[src/rtl/facto_read_port.sv]
// -----------------------------------------------------------------------------
// facto_read_port
//   Read side of the 7-slot factorial register file. A 3-bit slot address with
//   a read enable is decoded into a registered one-hot read strobe (stage 1).
//   The addressed slot is then taken from the flattened register-file bus and
//   returned through a registered data stage with a one-cycle valid pulse
//   (stage 2). Address 7 is invalid: it returns zero data flagged by addr_err.
//
// Configuration macro:
//   FACTO_READ_BYPASS_EN - when defined, adds wEn/din so that a write to the
//                          slot being read on the stage-2 edge is forwarded to
//                          dout. When undefined, dout always comes from
//                          reg_flat, so a same-edge write returns the old value.
//
// Ports:
//   clk        in   1           rising-edge clock
//   reset_n    in   1           asynchronous active-low reset
//   re         in   1           read request, sampled every rising edge
//   Addr       in   3           slot address 0..6 (7 is invalid)
//   reg_flat   in   NREG*WIDTH  slot k at bits [k*WIDTH +: WIDTH]
//   wEn        in   NREG        write decoder one-hot strobe (bypass build only)
//   din        in   WIDTH       write data (bypass build only)
//   rEn        out  NREG        registered one-hot read strobe (stage 1)
//   dout       out  WIDTH       read data (stage 2), held between reads
//   dout_valid out  1           one-cycle pulse when dout is updated
//   addr_err   out  1           one-cycle pulse with dout_valid when Addr was 7
// -----------------------------------------------------------------------------
module facto_read_port #(
  parameter int WIDTH = 64,
  parameter int NREG  = 7   // tied to the 3-bit address; do not override
) (
  input  logic                  clk,
  input  logic                  reset_n,
  input  logic                  re,
  input  logic [2:0]            Addr,
  input  logic [NREG*WIDTH-1:0] reg_flat,
`ifdef FACTO_READ_BYPASS_EN
  input  logic [NREG-1:0]       wEn,
  input  logic [WIDTH-1:0]      din,
`endif
  output logic [NREG-1:0]       rEn,
  output logic [WIDTH-1:0]      dout,
  output logic                  dout_valid,
  output logic                  addr_err
);

  localparam logic [2:0] ADDR_INVALID = 3'd7;

  // Stage-1 pipeline state: request valid and its captured slot address.
  logic       r_v1;
  logic [2:0] r_a1;

  logic [NREG-1:0]  w_ren_next;
  logic [WIDTH-1:0] w_rd_data;

  // One-hot decode of the incoming request; invalid address yields no strobe.
  always_comb begin
    // NOTE: every always_comb output gets a default first so no path leaves it
    // unassigned, which would otherwise infer a latch.
    w_ren_next = '0;
    for (int k = 0; k < NREG; k++) begin
      if (re && (Addr == k[2:0])) begin
        w_ren_next[k] = 1'b1;
      end
    end
  end

  // Slot select for stage 2. An invalid address matches no slot and reads 0.
  always_comb begin
    w_rd_data = '0;
    for (int k = 0; k < NREG; k++) begin
      if (r_a1 == k[2:0]) begin
`ifdef FACTO_READ_BYPASS_EN
        // Register file updates on this same edge; forward the incoming write.
        w_rd_data = wEn[k] ? din : reg_flat[k*WIDTH +: WIDTH];
`else
        w_rd_data = reg_flat[k*WIDTH +: WIDTH];
`endif
      end
    end
  end

  always_ff @(posedge clk or negedge reset_n) begin
    if (!reset_n) begin
      rEn        <= '0;
      r_v1       <= 1'b0;
      r_a1       <= '0;
      dout       <= '0;
      dout_valid <= 1'b0;
      addr_err   <= 1'b0;
    end else begin
      // NOTE: non-blocking assignments let stage 2 see the stage-1 values from
      // before this edge, which is what makes the two stages a real pipeline.
      rEn  <= w_ren_next;
      r_v1 <= re;
      if (re) begin
        r_a1 <= Addr;
      end

      dout_valid <= r_v1;
      addr_err   <= r_v1 && (r_a1 == ADDR_INVALID);
      if (r_v1) begin
        dout <= w_rd_data;
      end
    end
  end

endmodule

[config.mk]
export PLATFORM = sky130hd
export DESIGN_NAME = facto_read_port
export DESIGN_NICKNAME = d
export VERILOG_FILES = /design/src/rtl/facto_read_port.sv
export SDC_FILE = /design/constraint.sdc
export NUM_CORES = 1
export LEC_CHECK = 0
export BUFFER_PORTS_ARGS = -buffer_cell sky130_fd_sc_hd__buf_2
export CORE_AREA = 2 2 202 204
export DETAILED_ROUTE_END_ITERATION = 10
export DIE_AREA = 0 0 204 206
export PLACE_DENSITY_LB_ADDON = 0.12
export SLEW_MARGIN = 0
export SYNTH_ARGS = -nofsm -noshare
export SYNTH_HDL_FRONTEND = slang
export SYNTH_SLANG_ARGS = --single-unit
[constraint.sdc]
create_clock -name clk -period 2.7 [get_ports clk]
set_input_delay 0 -clock clk [delete_from_list [all_inputs] [get_ports clk]]
set_output_delay 0 -clock clk [all_outputs]
set_load 0.02 [all_outputs]
==> results of run 1 <==
## cell usage in the layout, fill, tap and decap left out, drive strengths merged, types with 63 or more instances in the layout
cell type / synthesis / routed
buf: 62 / 545
dlygate4sd3: 0 / 132
mux2i: 126 / 126
a21oi: 125 / 125
dfrtp: 77 / 77
nor2: 70 / 70
o21ai: 65 / 65
a22o: 63 / 63
o2bb2ai: 63 / 63
o22ai: 63 / 63
## kinds of logic (layout without fill, tap and decap cells)
logic type      count (synthesis)  count (layout)  synth area share, %
mux                           129             129                 19.9
buf+inv                        88             695                 6.68
compound gates                383             383                 38.2
other cells                     0               4                    0
simple gates                   87              87                 5.68
flops                          77              77                 29.6
## stage by stage
| step | util [%] | std cells |
|---|---|---|
| 3_3_place_gp | 24.1 | 1755 |
| 6_report | 28.2 | 1907 |
| 3_5_place_dp | 24.1 | 1755 |
| 4_1_cts | 28.2 | 1903 |
| 5_1_grt | 28.2 | 1906 |
| 2_1_floorplan | - | 764 |
## timing repair
item	4_1_cts	5_1_grt
endpoints found under the hold margin	110	0
hold buffers	132	0
setup endpoints to repair	0	0
## final timing paths
path	startpoint	to	cells after the start
min in group asynchronous	reset_n	dout[6]$_DFFE_PN0P_	2
max reg2reg	r_a1[2]$_DFFE_PN0P_	dout[53]$_DFFE_PN0P_	6
min	reg_flat[92]	dout[28]$_DFFE_PN0P_	3
max in group asynchronous	reset_n	dout[50]$_DFFE_PN0P_	3
max	r_a1[2]$_DFFE_PN0P_	dout[53]$_DFFE_PN0P_	6
min reg2reg	dout[12]$_DFFE_PN0P_	dout[12]$_DFFE_PN0P_	2
## sequential cells by signal, indices dropped and copies added, names as in the netlist
register / count
r_v1: 1
dout: 64
addr_err: 1
rEn: 7
r_a1: 3
dout_valid: 1
## layout make-up
class,count,share of cell area (%)
antenna,4,0.0884
clock buffer,9,1.99
clock inverter,7,0.729
inverter,2,0.0663
multi-input combinational,599,36.8
sequential,77,17.1
tap,532,5.88
timing repair buffer,677,37.3
## critical path: stages, from the launching register on
cell           delay [ps]
dfrtp_4               510
nor2b_4               620
buf_12                280
a22o_1                190
mux2i_1                90
a21oi_1               160
dlygate4sd3_1         560
## power by group through the flow
stage | Clock [mW] | Combinational [mW] | Sequential, mW
2_1_floorplan | 0 | 0.975 | 1.71
3_3_place_gp | 0 | 2.17 | 1.53
3_5_place_dp | 0 | 2.16 | 1.53
4_1_cts | 1.44 | 2.50 | 1.51
5_1_grt | 1.47 | 2.68 | 1.54
6_report | 1.35 | 2.47 | 1.51
## routing by layer
layer  global-route usage [%]  part of all wire (%)  wire [µm]
met2                     32.1                    51      19400
met3                     4.05                   7.1       2700
met5                        0                 0.091         35
met4                     5.80                   2.3        888
met1                     19.7                    40      15200
==> out/summary.txt, run 1 <==
Worst-margin pin slew -> 707 ps
Synth top area share -> 29.6%
Die height -> 206 µm
Cell count after synthesis -> 764
CP max FO -> 28
Max clock buf depth -> 2
Area Growth Syn to Fin -> 73.8%
Tot GR Track Use -> 17.4%
Setup TNS Final -> 0 ps
Area of the multi-input gates -> 4170 µm²
Yosys reg bits -> 77
Synth cell types -> 29
Clk Tree Root Cell -> clkbuf_16
Yosys top cell by area -> dfrtp_1
PwrDens -> 470 nW/µm²
Worst-Skew Late Latency -> 360 ps
Post-CTS sizing -> 0
Largest net degree at the start of global routing -> 87
Post-layout min period -> 2510 ps
Switching pwr -> 2.06 mW
Net Sw Frac -> 38.7%
Clock-pin slew on the worst setup and hold paths -> 70 ps
R2R Setup Slk -> 190 ps
Number of nets with antenna violations after routing -> 0
Initial antenna violation count -> 7
Register area share after synthesis -> 29.6%
Hpwl dp -> 27700 µm
Pre-CTS setup slack -> 708 ps
Mapped Area -> 6520 µm²
Commonest cells in the netlist -> 126 x mux2i_1, 125 x a21oi_1, 77 x dfrtp_1
Setup repair after global routing missed its margin -> no
Data arrival, critical path -> 2810 ps
Final setup vio count -> 0
Core area -> 40200 µm²
Design Area, Final -> 11300 µm²
Comb pwr share -> 46.3%
Routability cong. -> 0.803
Element type at the critical path start -> register
IO Port Bufs -> 526
Share of power burned in registers -> 28.3%
Die area -> 42000 µm²
Ratio of cells with drive above 1 in the final layout -> 41.8%
Num CTS Buffers -> 9
Top Ports -> 527
VDD IR-drop max -> 0.270 mV
Congestion Overflow GR -> 0
DRC Markers -> 0
Period utilization -> 93.1%
Vias in the first global route -> 9091
Critical path class -> register to register
MaxCap Viol Count -> 0
Syn_nets -> 1218
Num rows -> 74
Post-synth top flop -> dfrtp_1
Pins Over Slew Limit -> 0
Final wirelength -> 38300 µm
Global-route wire length before repair -> 54900 µm
CP endpoint kind -> register
Crit path required time -> 3000 ps
Int Pwr -> 3.27 mW
Design Power -> 5.33 mW
CTS tree -> built
Fin. Hold Viols -> 0
HP Class -> input port to register
Reg area -> 1940 µm²
Worst setup margin -> 186 ps
Top-count cell post-synth -> mux2i_1
Clock Sinks -> 77
Max Freq -> 398 MHz
Post-synth EDFFs -> 0
Slew HR -> 52.9%
Skew final -> 6.83 ps
Clk network pwr share -> 25.4%
Setup bufs post-CTS -> 0
Starting Density -> 16.2%
Drt wl/cell -> 20.1 µm
Via density per instance -> 4.58
Top cells by area, synth -> dfrtp_1 30%, mux2i_1 19%, a21oi_1 9.6%
Async SR Flop Fraction -> 100%
YS warnings -> 0
Initial DRC count -> 378
H-Tree Depth -> 3
Total leakage power -> 5.37 nW
Syn Area/Cell -> 8.53 µm²
Status -> finished clean
Layout net count -> 1820
Drt first pass iters -> 5
Hold_ws -> 26.7 ps
Dpl cell area -> 9690 µm²
Die width -> 204 µm
Fillers -> 4430
Vias -> 8734
Power figures use the tool's default switching activity.
==> run 2, diff against run 1 <==
==> constraint.sdc (replaced) <==
create_clock -name clk -period 2.75 [get_ports clk]
set_input_delay 0 -clock clk [delete_from_list [all_inputs] [get_ports clk]]
set_output_delay 0 -clock clk [all_outputs]
set_load 0.02 [all_outputs]
==> out/summary.txt, run 2 (synthesis gave the netlist of run 1 again) <==
Status -> finished clean
R2R Setup Slk -> 240 ps (+60 ps)
Clock Sinks -> 77 (unchanged)
Clock-pin slew on the worst setup and hold paths -> 70 ps (about the same)
Drt wl/cell -> 21.1 µm (+4.8%)
Tot GR Track Use -> 18.3% (+0.84 points)
Clk Tree Root Cell -> clkbuf_16
Critical path class -> register to register
Hold depth -> 4 (+1)
Most common cell after layout, fill and taps aside -> buf_2
PwrDens -> 464 nW/µm² (-1.4%)
MaxCap Viol Count -> 0 (unchanged)
Skew final -> 9.98 ps (+3.14 ps)
Pins Over Slew Limit -> 0 (unchanged)
Total leakage power -> 5.44 nW (+1.3%)
RR Startpoint -> r_a1[0]$_DFFE_PN0P_
Clk network pwr share -> 25.5% (about the same)
Max Freq -> 399 MHz (+0.29%)
Top Ports -> 527 (unchanged)
Design Power -> 5.31 mW (-0.36%)
Die width -> 204 µm (unchanged)
VDD IR-drop max -> 0.285 mV (+5.4%)
Slew HR -> 53.6% (+0.70 points)
Worst-Skew Late Latency -> 360 ps (about the same)
Comb pwr share -> 46.3% (about the same)
Congestion Overflow GR -> 0 (unchanged)
WHS Endpoint -> dout[12]$_DFFE_PN0P_
Period utilization -> 91.2% (-2.0 points)
HP Start -> reg_flat[396]
Setup TNS Final -> 0 ps (unchanged)
Initial antenna violation count -> 8 (+1)
Final setup vio count -> 0 (unchanged)
Ratio of cells with drive above 1 in the final layout -> 42.2% (+0.43 points)
Most flop-heavy register -> dout
Hpwl dp -> 28700 µm (+3.7%)
Final wirelength -> 40500 µm (+5.7%)
Net Sw Frac -> 38.4% (-0.28 points)
Vias -> 8865 (+1.5%)
Crit path required time -> 3040 ps (+40 ps)
Worst-margin pin slew -> 696 ps (-10.5 ps)
Die area -> 42000 µm² (unchanged)
Number of nets with antenna violations after routing -> 0 (unchanged)
Worst-case reg-to-reg path depth -> 6 (unchanged)
H-Tree Depth -> 3 (unchanged)
Max reg flops -> 64 (unchanged)
Core area -> 40200 µm² (unchanged)
Global-route wire length before repair -> 57500 µm (+4.6%)
DRC Markers -> 0 (unchanged)
Element type at the critical path start -> register
IO Port Bufs -> 526 (unchanged)
Num rows -> 74 (unchanged)
Drt first pass iters -> 4 (-1)
Largest net degree at the start of global routing -> 58 (-33%)
Area Growth Syn to Fin -> 75.7%
HP Class -> input port to register
Data arrival, critical path -> 2790 ps (-20 ps)
CP endpoint kind -> register
Vias in the first global route -> 9294 (+2.2%)
Int Pwr -> 3.27 mW (+0.10%)
Routability cong. -> 0.829 (+3.3%)
Commonest cells after routing, fill and taps aside -> 525 x buf_2, 133 x dlygate4sd3_1, 126 x mux2i_1, 125 x a21oi_1, 73 x dfrtp_1
Setup repair after global routing missed its margin -> no
Post-layout min period -> 2510 ps (-7.15 ps)
Share of power burned in registers -> 28.2% (about the same)
Worst r2r dst -> dout[55]$_DFFE_PN0P_
Post-CTS sizing -> 0 (unchanged)
Die height -> 206 µm (unchanged)
Via density per instance -> 4.61 (+0.66%)
Initial DRC count -> 380 (+0.53%)
Top Registers -> dout: 64 flops, rEn: 7 flops, r_a1: 3 flops
Fin. Hold Viols -> 0 (unchanged)
CP max FO -> 57 (+100%)
Layout net count -> 1832 (+0.66%)
Hold_ws -> 92.1 ps (+65.4 ps)
Starting Density -> 16.2% (unchanged)
Max clock buf depth -> 2 (unchanged)
Num CTS Buffers -> 9 (unchanged)
Switching pwr -> 2.04 mW (-1.1%)
CTS tree -> built
==> run 2: cell count changes in the layout (fill, tap and decap cells not counted) <==
cell | before | now
buf_16 | 0 | 2
inv_6 | 2 | 0
dlygate4sd3_1 | 132 | 133
inv_8 | 1 | 0
buf_12 | 10 | 8
buf_4 | 10 | 21
clkinv_2 | 0 | 1
diode_2 | 4 | 8
clkbuf_8 | 0 | 2
==> run 2: power groups by stage <==
stage | Sequential (mW) | Clock (mW) | Combinational, mW
5_1_grt | 1.52 | 1.45 | 2.66
2_1_floorplan | 1.68 | 0 | 0.958
6_report | 1.49 | 1.36 | 2.46
3_5_place_dp | 1.53 | 0 | 2.11
4_1_cts | 1.51 | 1.42 | 2.44
3_3_place_gp | 1.53 | 0 | 2.12
==> run 2: area by class of cell <==
cell class / instances / area [µm²]
well taps: 532 / 666
multi-input cells: 599 / 4170
diodes: 8 / 20.0
clock buffers: 11 / 253
flip-flops and latches: 77 / 1940
clock inverters: 5 / 58.8
repair buffers: 689 / 4330
inverters: 2 / 7.51
fillers: 4496 / 28700
==> run 2: per-stage QoR <==
| stage | cells | area [µm²] | util [%] | setup WS (ps) |
|---|---|---|---|---|
| CTS | 1913 | 11400 | 28.3 | 108 |
| finish | 1923 | 11400 | 28.5 | 243 |
| floorplan | 764 | 6520 | - | 1280 |
| global route | 1918 | 11400 | 28.5 | 74.6 |
| detailed placement | 1764 | 9730 | 24.2 | 650 |
| global placement | 1764 | 9730 | 24.2 | 681 |
==> run 2: worst max-delay path by stage <==
stage	to	cells past startpoint	slack, ps	startpoint
after global placement	dout[14]$_DFFE_PN0P_	5	680	r_a1[2]$_DFFE_PN0P_
final	dout[55]$_DFFE_PN0P_	6	240	r_a1[0]$_DFFE_PN0P_
after detailed placement	dout[14]$_DFFE_PN0P_	5	650	r_a1[2]$_DFFE_PN0P_
after CTS	dout[14]$_DFFE_PN0P_	6	110	r_a1[2]$_DFFE_PN0P_
after floorplan	dout[38]$_DFFE_PN0P_	7	1280	r_a1[1]$_DFFE_PN0P_
after global routing	dout[46]$_DFFE_PN0P_	6	70	r_a1[0]$_DFFE_PN0P_
==> run 2: per-layer routing <==
metal	track usage, %	routed length, µm	up-vias	share of wire, %
met5	0	21	-	0.052
met4	4.22	459	4	1.1
met3	4.19	2760	24	6.8
met2	33.3	20700	383	51
met1	21.6	16600	4257	41
li1	-	-	4197	-
==> run 2: repair_timing <==
item                                   CTS  global route
setup endpoints to repair                0             2
hold buffers                           133             0
endpoints found under the hold margin  115             0
setup buffers                            0             2
==> run 2: worst max-delay path, stage by stage, from the launching register on <==
cell and delay, ps:
dfrtp_4 570, buf_4 360, nand4b_1 230, buf_12 360, o22ai_1 160, a21oi_1 140
dlygate4sd3_1 570
